<file path="src/rtl/cla_seq_pkg.sv">
// Shared FSM encodings and slice width for the sequential nibble-serial CLA adder.
package cla_seq_pkg;
  typedef enum logic [1:0] {
    IDLE = 2'd0,
    RUN  = 2'd1,
    DONE = 2'd2
  } cla_state_t;

  localparam int NIB_W = 4;
endpackage

</file>
<file path="src/rtl/cla_df.sv">
// 4-bit carry-lookahead adder slice, pure dataflow.
// Combinational; no backpressure.
module cla_df (
  input  logic [3:0] a,
  input  logic [3:0] b,
  input  logic       cin,
  output logic [3:0] s,
  output logic       cout
);
  logic [3:0] g;
  logic [3:0] p;
  logic [4:0] c;

  assign g = a & b;
  assign p = a ^ b;

  assign c[0] = cin;
  assign c[1] = g[0] | (p[0] & c[0]);
  assign c[2] = g[1] | (p[1] & g[0]) | (p[1] & p[0] & c[0]);
  assign c[3] = g[2] | (p[2] & g[1]) | (p[2] & p[1] & g[0]) | (p[2] & p[1] & p[0] & c[0]);
  assign c[4] = g[3] | (p[3] & g[2]) | (p[3] & p[2] & g[1]) | (p[3] & p[2] & p[1] & g[0])
              | (p[3] & p[2] & p[1] & p[0] & c[0]);

  assign s    = p ^ c[3:0];
  assign cout = c[4];
endmodule

</file>
<file path="src/rtl/cla_seq_adder.sv">
// Nibble-serial adder: one cla_df slice swept LSB-first; CLA_SEQ_SUB_EN adds a subtract mode.
// Latency: out_valid NIB edges after accept; result held in DONE until out_ready.
// Backpressure: in_ready only in IDLE, one operation per NIB+2 cycles back-to-back.
module cla_seq_adder
  import cla_seq_pkg::*;
#(
  parameter int WIDTH = 16
) (
  input  logic             clk,
  input  logic             rst_n,
  input  logic             in_valid,
  output logic             in_ready,
  input  logic [WIDTH-1:0] a,
  input  logic [WIDTH-1:0] b,
`ifdef CLA_SEQ_SUB_EN
  input  logic             sub,
`endif
  input  logic             cin,
  output logic             out_valid,
  input  logic             out_ready,
  output logic [WIDTH-1:0] sum,
  output logic             cout,
  output logic             busy
);
  localparam int NIB  = WIDTH / NIB_W;
  localparam int IDXW = (NIB > 1) ? $clog2(NIB) : 1;

  cla_state_t state, state_nxt;

  logic [IDXW-1:0]  idx;
  logic [WIDTH-1:0] a_r;
  logic [WIDTH-1:0] b_r;
  logic             carry;
  logic [WIDTH-1:0] sum_r;
  logic             cout_r;

  logic [NIB_W-1:0] a_nib;
  logic [NIB_W-1:0] b_nib;
  logic [NIB_W-1:0] s_nib;
  logic             c_nib;
  logic             last;
  logic             accept;

  assign in_ready  = (state == IDLE);
  assign busy      = (state == RUN);
  assign out_valid = (state == DONE);
  assign accept    = in_valid && in_ready;
  assign last      = (idx == IDXW'(NIB - 1));

  assign a_nib = a_r[NIB_W*idx +: NIB_W];
  assign b_nib = b_r[NIB_W*idx +: NIB_W];

  cla_df u_cla (
    .a    (a_nib),
    .b    (b_nib),
    .cin  (carry),
    .s    (s_nib),
    .cout (c_nib)
  );

  always_ff @(posedge clk or negedge rst_n) begin
    if (!rst_n) state <= IDLE;
    else        state <= state_nxt;
  end

  always_comb begin
    state_nxt = state;
    case (state)
      IDLE:    if (accept)    state_nxt = RUN;
      RUN:     if (last)      state_nxt = DONE;
      DONE:    if (out_ready) state_nxt = IDLE;
      default:                state_nxt = IDLE;
    endcase
  end

  always_ff @(posedge clk or negedge rst_n) begin
    if (!rst_n) begin
      idx    <= '0;
      a_r    <= '0;
      b_r    <= '0;
      carry  <= 1'b0;
      sum_r  <= '0;
      cout_r <= 1'b0;
    end else if (accept) begin
      a_r   <= a;
      idx   <= '0;
      sum_r <= '0;
`ifdef CLA_SEQ_SUB_EN
      // Subtract as a + ~b + 1; cin is deliberately ignored in this mode.
      b_r   <= sub ? ~b : b;
      carry <= sub ? 1'b1 : cin;
`else
      b_r   <= b;
      carry <= cin;
`endif
    end else if (state == RUN) begin
      sum_r[NIB_W*idx +: NIB_W] <= s_nib;
      carry <= c_nib;
      // Park idx at 0 after the last nibble so the slice mux never indexes past WIDTH.
      idx   <= last ? '0 : idx + IDXW'(1);
      if (last) cout_r <= c_nib;
    end
  end

  assign sum  = sum_r;
  assign cout = cout_r;
endmodule
</file>
<file path="config.mk">
export PLATFORM = sky130hd
export DESIGN_NAME = cla_seq_adder
export DESIGN_NICKNAME = d
export VERILOG_FILES = /design/src/rtl/cla_seq_pkg.sv /design/src/rtl/cla_df.sv /design/src/rtl/cla_seq_adder.sv
export SDC_FILE = /design/constraint.sdc
export NUM_CORES = 1
export LEC_CHECK = 0
export BUFFER_PORTS_ARGS = -buffer_cell sky130_fd_sc_hd__buf_4
export CAP_MARGIN = 40
export CORE_ASPECT_RATIO = 2
export CORE_MARGIN = 1.5
export CORE_UTILIZATION = 56
export CTS_BUF_LIST = sky130_fd_sc_hd__clkbuf_4
export CTS_CLUSTER_DIAMETER = 150
export DETAILED_ROUTE_END_ITERATION = 6
export HOLD_SLACK_MARGIN = 0.15
export PLACE_DENSITY = 0.89
export SLEW_MARGIN = 20
export SYNTH_ARGS = -nofsm -noshare
export SYNTH_HDL_FRONTEND = slang
export SYNTH_SLANG_ARGS = --single-unit
</file>
<file path="constraint.sdc">
create_clock -name clk -period 3.1 [get_ports clk]
set_clock_uncertainty 0.2 [all_clocks]
set_input_delay 0.31 -clock clk [delete_from_list [all_inputs] [get_ports clk]]
set_output_delay 0.31 -clock clk [all_outputs]
set_load 0.01 [all_outputs]
</file>
# Yosys cells after proc, flatten, opt, wreduce, memory -nomap -nowiden

Index checks and enable logic that the tools add are counted.

Register bits after elaboration: 54
Latch bits: 0
RAM bits: 0
Bits in read-only memories: 0
Input port bits: 37
Output and inout bits: 20
Word-level logic and storage cells: 66
Memories: 0

Add/sub/neg operators: 2
$mul: 0
Divide/modulo/power cells: 0
$lt $le $gt $ge: 0
Equal/unequal tests: 6
Shift operators: 4
Muxes and demuxes: 12
Bitwise gates (word level): 30
Reductions and logical operators: 5

Operators by type and width:

| operator                | number |
|---|---|
| $neg 4->34              | 1 |
| $shift 4x34->16 const A | 1 |
| $shiftx 4x34->16        | 1 |
| $mux 16                 | 2 |
| $shiftx 16x5->4         | 2 |
| $and 1x1->1             | 16 |
| $bwmux 16               | 1 |
| $mux 2                  | 6 |
| $or 1x1->1              | 10 |
| $xor 4x4->4             | 2 |
| $ne 2x1->1 const B      | 3 |
| $pmux 2 s3              | 1 |
| $reduce_and 3->1        | 2 |
| $and 4x4->4             | 1 |
| $eq 2x2->1 const B      | 2 |
| $add 2x1->2 const B     | 1 |
| $eq 2x1->1 const B      | 1 |
| $logic_not 2->1         | 1 |
| $mux 1                  | 2 |
| $reduce_bool 2->1       | 1 |
| $logic_and 1x1->1       | 1 |
| $not 1->1               | 1 |

# Longest topological paths before layout

Depth after elaboration: 11
Depth in mapped cells: 8
Gate-level depth less buffers: 6

# By module

A second synthesis with hierarchy kept.

Cell total of the unflattened synthesis: 248
Area total of the unflattened synthesis: 2602.5 um2

By module, submodules not included:

| module        | instances | cells an instance | area an instance (um2) | seq. area each (um2) |
|---|---|---|---|---|
| cla_seq_adder | 1         | 231               | 2454.9                 | 1351.3 |
| cla_df        | 1         | 17                | 147.6                  | 0.0 |

# Least setup slack after synthesis

No wires, ideal clock.

Kind: register to register
Start point: register idx[0]
End point: register sum_r[10], in the netlist sum[10]
Arrival time: 2.235 ns
Required time: 2.779 ns
Path slack: 0.544 ns
Cell stages (with the launch flop): 9
Period minus slack after synthesis: 2.556 ns
Cells stage by stage: dfrtp_1 -> buf_2 -> buf_4 -> mux4_2 -> ha_1 -> a21o_1 -> a21oi_1 -> xnor2_1 -> a22o_1

Word-level cells in the longest chain between the ends: 11

Ends and longest elaborated chain:

| element                                                 | line                                     | source |
|---|---|---|
| start, declared                                         | cla_seq_adder.sv:30                      | `logic [IDXW-1:0] idx;` |
| start signal, assigned                                  | cla_seq_adder.sv:100                     | `idx <= last ? '0 : idx + IDXW'(1);` |
| $shiftx 16x5->4, on equally long branches               | cla_seq_adder.sv:50, cla_seq_adder.sv:51 |  |
| $xor 4x4->4 or $and 4x4->4 (tied branches)              | cla_df.sv:15, cla_df.sv:14               |  |
| $and 1x1->1                                             | cla_df.sv:20                             | `assign c[3] = g[2] \| (p[2] & g[1]) \| (p[2] & p[1] & g[0]) \| (p[2] & p[1] & p[0] & c[0]);` |
| $or 1x1->1 or $and 1x1->1 (tied branches) (2 in series) | cla_df.sv:20                             |  |
| $or 1x1->1                                              | cla_df.sv:20                             |  |
| $xor 4x4->4                                             | cla_df.sv:24                             | `assign s = p ^ c[3:0];` |
| $shiftx 4x34->16                                        | cla_seq_adder.sv:97                      | `sum_r[NIB_W*idx +: NIB_W] <= s_nib;` |
| $bwmux 16 (*)                                           | cla_seq_adder.sv:97                      |  |
| $mux 16 (*)                                             | cla_seq_adder.sv:96                      | `end else if (state == RUN) begin` |
| $mux 16 (*)                                             | cla_seq_adder.sv:84                      | `end else if (accept) begin` |
| end signal, assigned by index                           | cla_seq_adder.sv:97                      |  |
| end, declared                                           | cla_seq_adder.sv:34                      | `logic [WIDTH-1:0] sum_r;` |

Every way passes the cells marked *; elsewhere a longest branch is shown, timed or not. The select of a mux whose other input is x is not followed.
A chain may end at the register's enable or synchronous reset.

# Worst setup path after layout

Start point: register idx[0]
End point: register sum_r[7], in the netlist sum[7]

Same word-level chain as after synthesis.

==> results.txt <==
Final Slew Violations: 0
startpoint types: flip-flop
layout cell share with drive strength beyond 1: 40.7%
clk_lat worst skew: 390 ps
via-per-instance ratio: 5.57
IR drop worst, VDD: 0.881 mV
worst path required time: 3210 ps
fin cells: 335
Final Util: 76.8%
Cell Area, Synth: 2720 sq um
cells after synthesis: 186
post-place instance area: 3130 sq um
CP Cell Sequence: buf_4, mux4_2, ha_1, inv_1, o21ai_0, nand3b_1, o31ai_1
Clock Tree Buf Depth: 2
largest net degree at the start of global routing: 55
crit-path max FO: 8
drt first pass iters: 4
Vias: 1,866
I/O pin count: 57
FF-to-FF path depth: 7
Port Buf Inserts: 56
flops & latches, synth: 54
Die Area: 5300 sq um
core area: 4640 sq um
Die Height: 101 um
Antenna Cells: 0
width of the chip: 52.2 um
cell taking the most area after synthesis: dfrtp_1
Net Count, Synth: 233
fin crit share: 90.3%
remaining max-slew budget at the tightest pin: 51.0%
YS warnings: 0
Reg clk slew, reported paths: 160 ps
Root Buffer: clkbuf_4
# H-tree levels: 2
Place WS: 352 ps
GPL Wtd Cong: 0.870
post-route cell area: 3570 sq um
placed cell count: 291
Pwr Density: 1080 nW/um^2
first-pass GRT wire length: 9450 um
area grow syn2layout: 31.3%
top post-synthesis cells by area: dfrtp_1 (50%), mux2_4 (15%), mux4_2 (6.6%)
global-route usage over all layers: 24.4%
initial antenna violation count: 0
initial DRC count: 33
Rows: 35
Mean Syn Cell Area: 14.6 sq um
RSZ-0062 raised after global routing: no
GRT Residual Overflow: 0
beginning of the worst register-to-register path: idx[0]$_DFFE_PN0P_
Slew @ Worst Pin: 735 ps
Hold/Removal Path Class: in2async
Data arrival, critical path: 2910 ps
final setup fails: 0
post-route ant nets: 0
maxcap violations: 0
Worst setup EP type: flip-flop
R2R Setup Slk: 300 ps
Leak Pwr: 0.00171 uW
area share of the largest cell type after synthesis: 49.7%
Achievable Freq: 357 MHz
cell at the slowest stage of the critical path: dfrtp_1
CTS sink count: 54
DRC violations left: 0
Final Hold Fails: 0
Layout Nets: 326
fin crit period: 2800 ps
Resized cells post-CTS: 0
wirelength, routed: 5820 um
cts hold-fix bufs: 36
synth unique cells: 38
vias in the first global route: 1,993
Seq/Total Area, Yosys: 49.7%
Num CTS Buffers: 5
CTS tree: yes
CP max stage delay: 640 ps
critical path class: reg2reg
worst r2r dst: sum[7]$_DFFE_PN0P_
postcts setup bufs: 0
total negative setup slack: 0 ps
fin worst setup slack: 300 ps
Starting Density: 58.5%
status: finished clean
post-DP HPWL: 3950 um
WL/cell: 17.4 um
where the power goes:
part	leakage [uW]	internal, uW	total, uW	switching (uW)
clock	0.0000450	167	388	221
combinational	0.000998	1120	2180	1060
sequential	0.000671	1020	1290	270
synth_stat cells (all sizes together):
cell    count
nor2b       1
and3        1
o21ai       6
mux4        8
a211oi      1
nor3        3
o41ai       1
a21oi       3
o22ai       1
nand2      12
o31ai       3
clkbuf      1
a21o        6
dfrtp      54
inv         6
xnor2       1
nand3       3
nand3b      1
buf         7
mux2       32
nor4        1
a22oi       1
nor2        5
fa          1
a22o       12
nand2b      4
ha          9
xor2        1
o21bai      1
cell type report:
type / count / area (sq um)
sequential: 54 / 1350
multi-input combinational: 118 / 1250
clock buffer: 5 / 37.5
timing repair buffer: 94 / 796
tap: 55 / 68.8
clock inverter: 3 / 40.0
inverter: 6 / 22.5
fill: 301 / 1080
worst max-delay path, delay by kind of cell, from the launching register on:
kind                     cells  cell delay, ps
AND/OR/NAND/NOR              1             210
flip-flops                   1             640
buffers and inverters        2             310
adder cells (fa/ha/maj)      1             380
multiplexers                 1             530
AO/OA/AOI/OAI                2             470
state kept, by name (all words and copies together) (netlist names):
| signal | flops |
|---|---|
| a_r | 16 |
| b_r | 16 |
| carry | 1 |
| cout | 1 |
| idx | 2 |
| state | 2 |
| sum | 16 |
metrics by stage:
stage	hold WS, ps	total power (uW)
global route	334	4110
finish	268	3860
global placement	177	3360
floorplan	-186	2880
CTS	294	3870
detailed placement	183	3440
cells in the final DEF (no fill, tap or decap), types with 2 or more instances in the layout:
| master | netlist | layout |
|---|---|---|
| o31ai_1 | 3 | 3 |
| dlygate4sd3_1 | 0 | 36 |
| mux4_2 | 8 | 8 |
| inv_1 | 6 | 6 |
| mux2_4 | 28 | 28 |
| clkinv_2 | 0 | 2 |
| a21oi_1 | 3 | 3 |
| nand2_1 | 11 | 11 |
| clkbuf_4 | 0 | 5 |
| nor3_1 | 2 | 2 |
| mux2_2 | 4 | 4 |
| a21o_1 | 5 | 5 |
| a22o_1 | 12 | 12 |
| nand2b_1 | 2 | 2 |
| nand3_1 | 3 | 3 |
| buf_4 | 1 | 58 |
| nand2b_4 | 2 | 2 |
| dfrtp_1 | 54 | 54 |
| o21ai_0 | 6 | 6 |
| ha_1 | 9 | 9 |
| nor2_1 | 4 | 4 |
worst max path at each step:
stage	slack, ps	depth (start not counted)	endpoint	startpoint
2_1_floorplan	540	8	sum[10]$_DFFE_PN0P_	idx[0]$_DFFE_PN0P_
3_3_place_gp	430	7	cout$_DFFE_PN0P_	idx[0]$_DFFE_PN0P_
3_5_place_dp	350	7	sum[7]$_DFFE_PN0P_	idx[0]$_DFFE_PN0P_
4_1_cts	310	7	sum[7]$_DFFE_PN0P_	idx[0]$_DFFE_PN0P_
5_1_grt	70	7	sum[7]$_DFFE_PN0P_	idx[0]$_DFFE_PN0P_
6_report	300	7	sum[7]$_DFFE_PN0P_	idx[0]$_DFFE_PN0P_
layer usage:
metal	GRT usage [%]	vias up	wire length (um)
met5	0	-	0
met4	9.47	0	144
met3	4.13	12	203
met2	45.0	54	3300
met1	27.0	931	2170
li1	-	869	-
logic make-up (layout without fill, tap and decap cells):
| logic type | Yosys count | count (layout) | share of synthesized area (%) |
|---|---|---|---|
| flops | 54 | 54 | 49.7 |
| mux | 40 | 40 | 23.8 |
| compound gates | 35 | 35 | 9.72 |
| simple gates | 31 | 31 | 7.00 |
| buf+inv | 14 | 108 | 4.24 |
| fa+ha+maj | 10 | 10 | 4.88 |
| xor+xnor | 2 | 2 | 0.645 |
(Power assumes the default switching activity.)
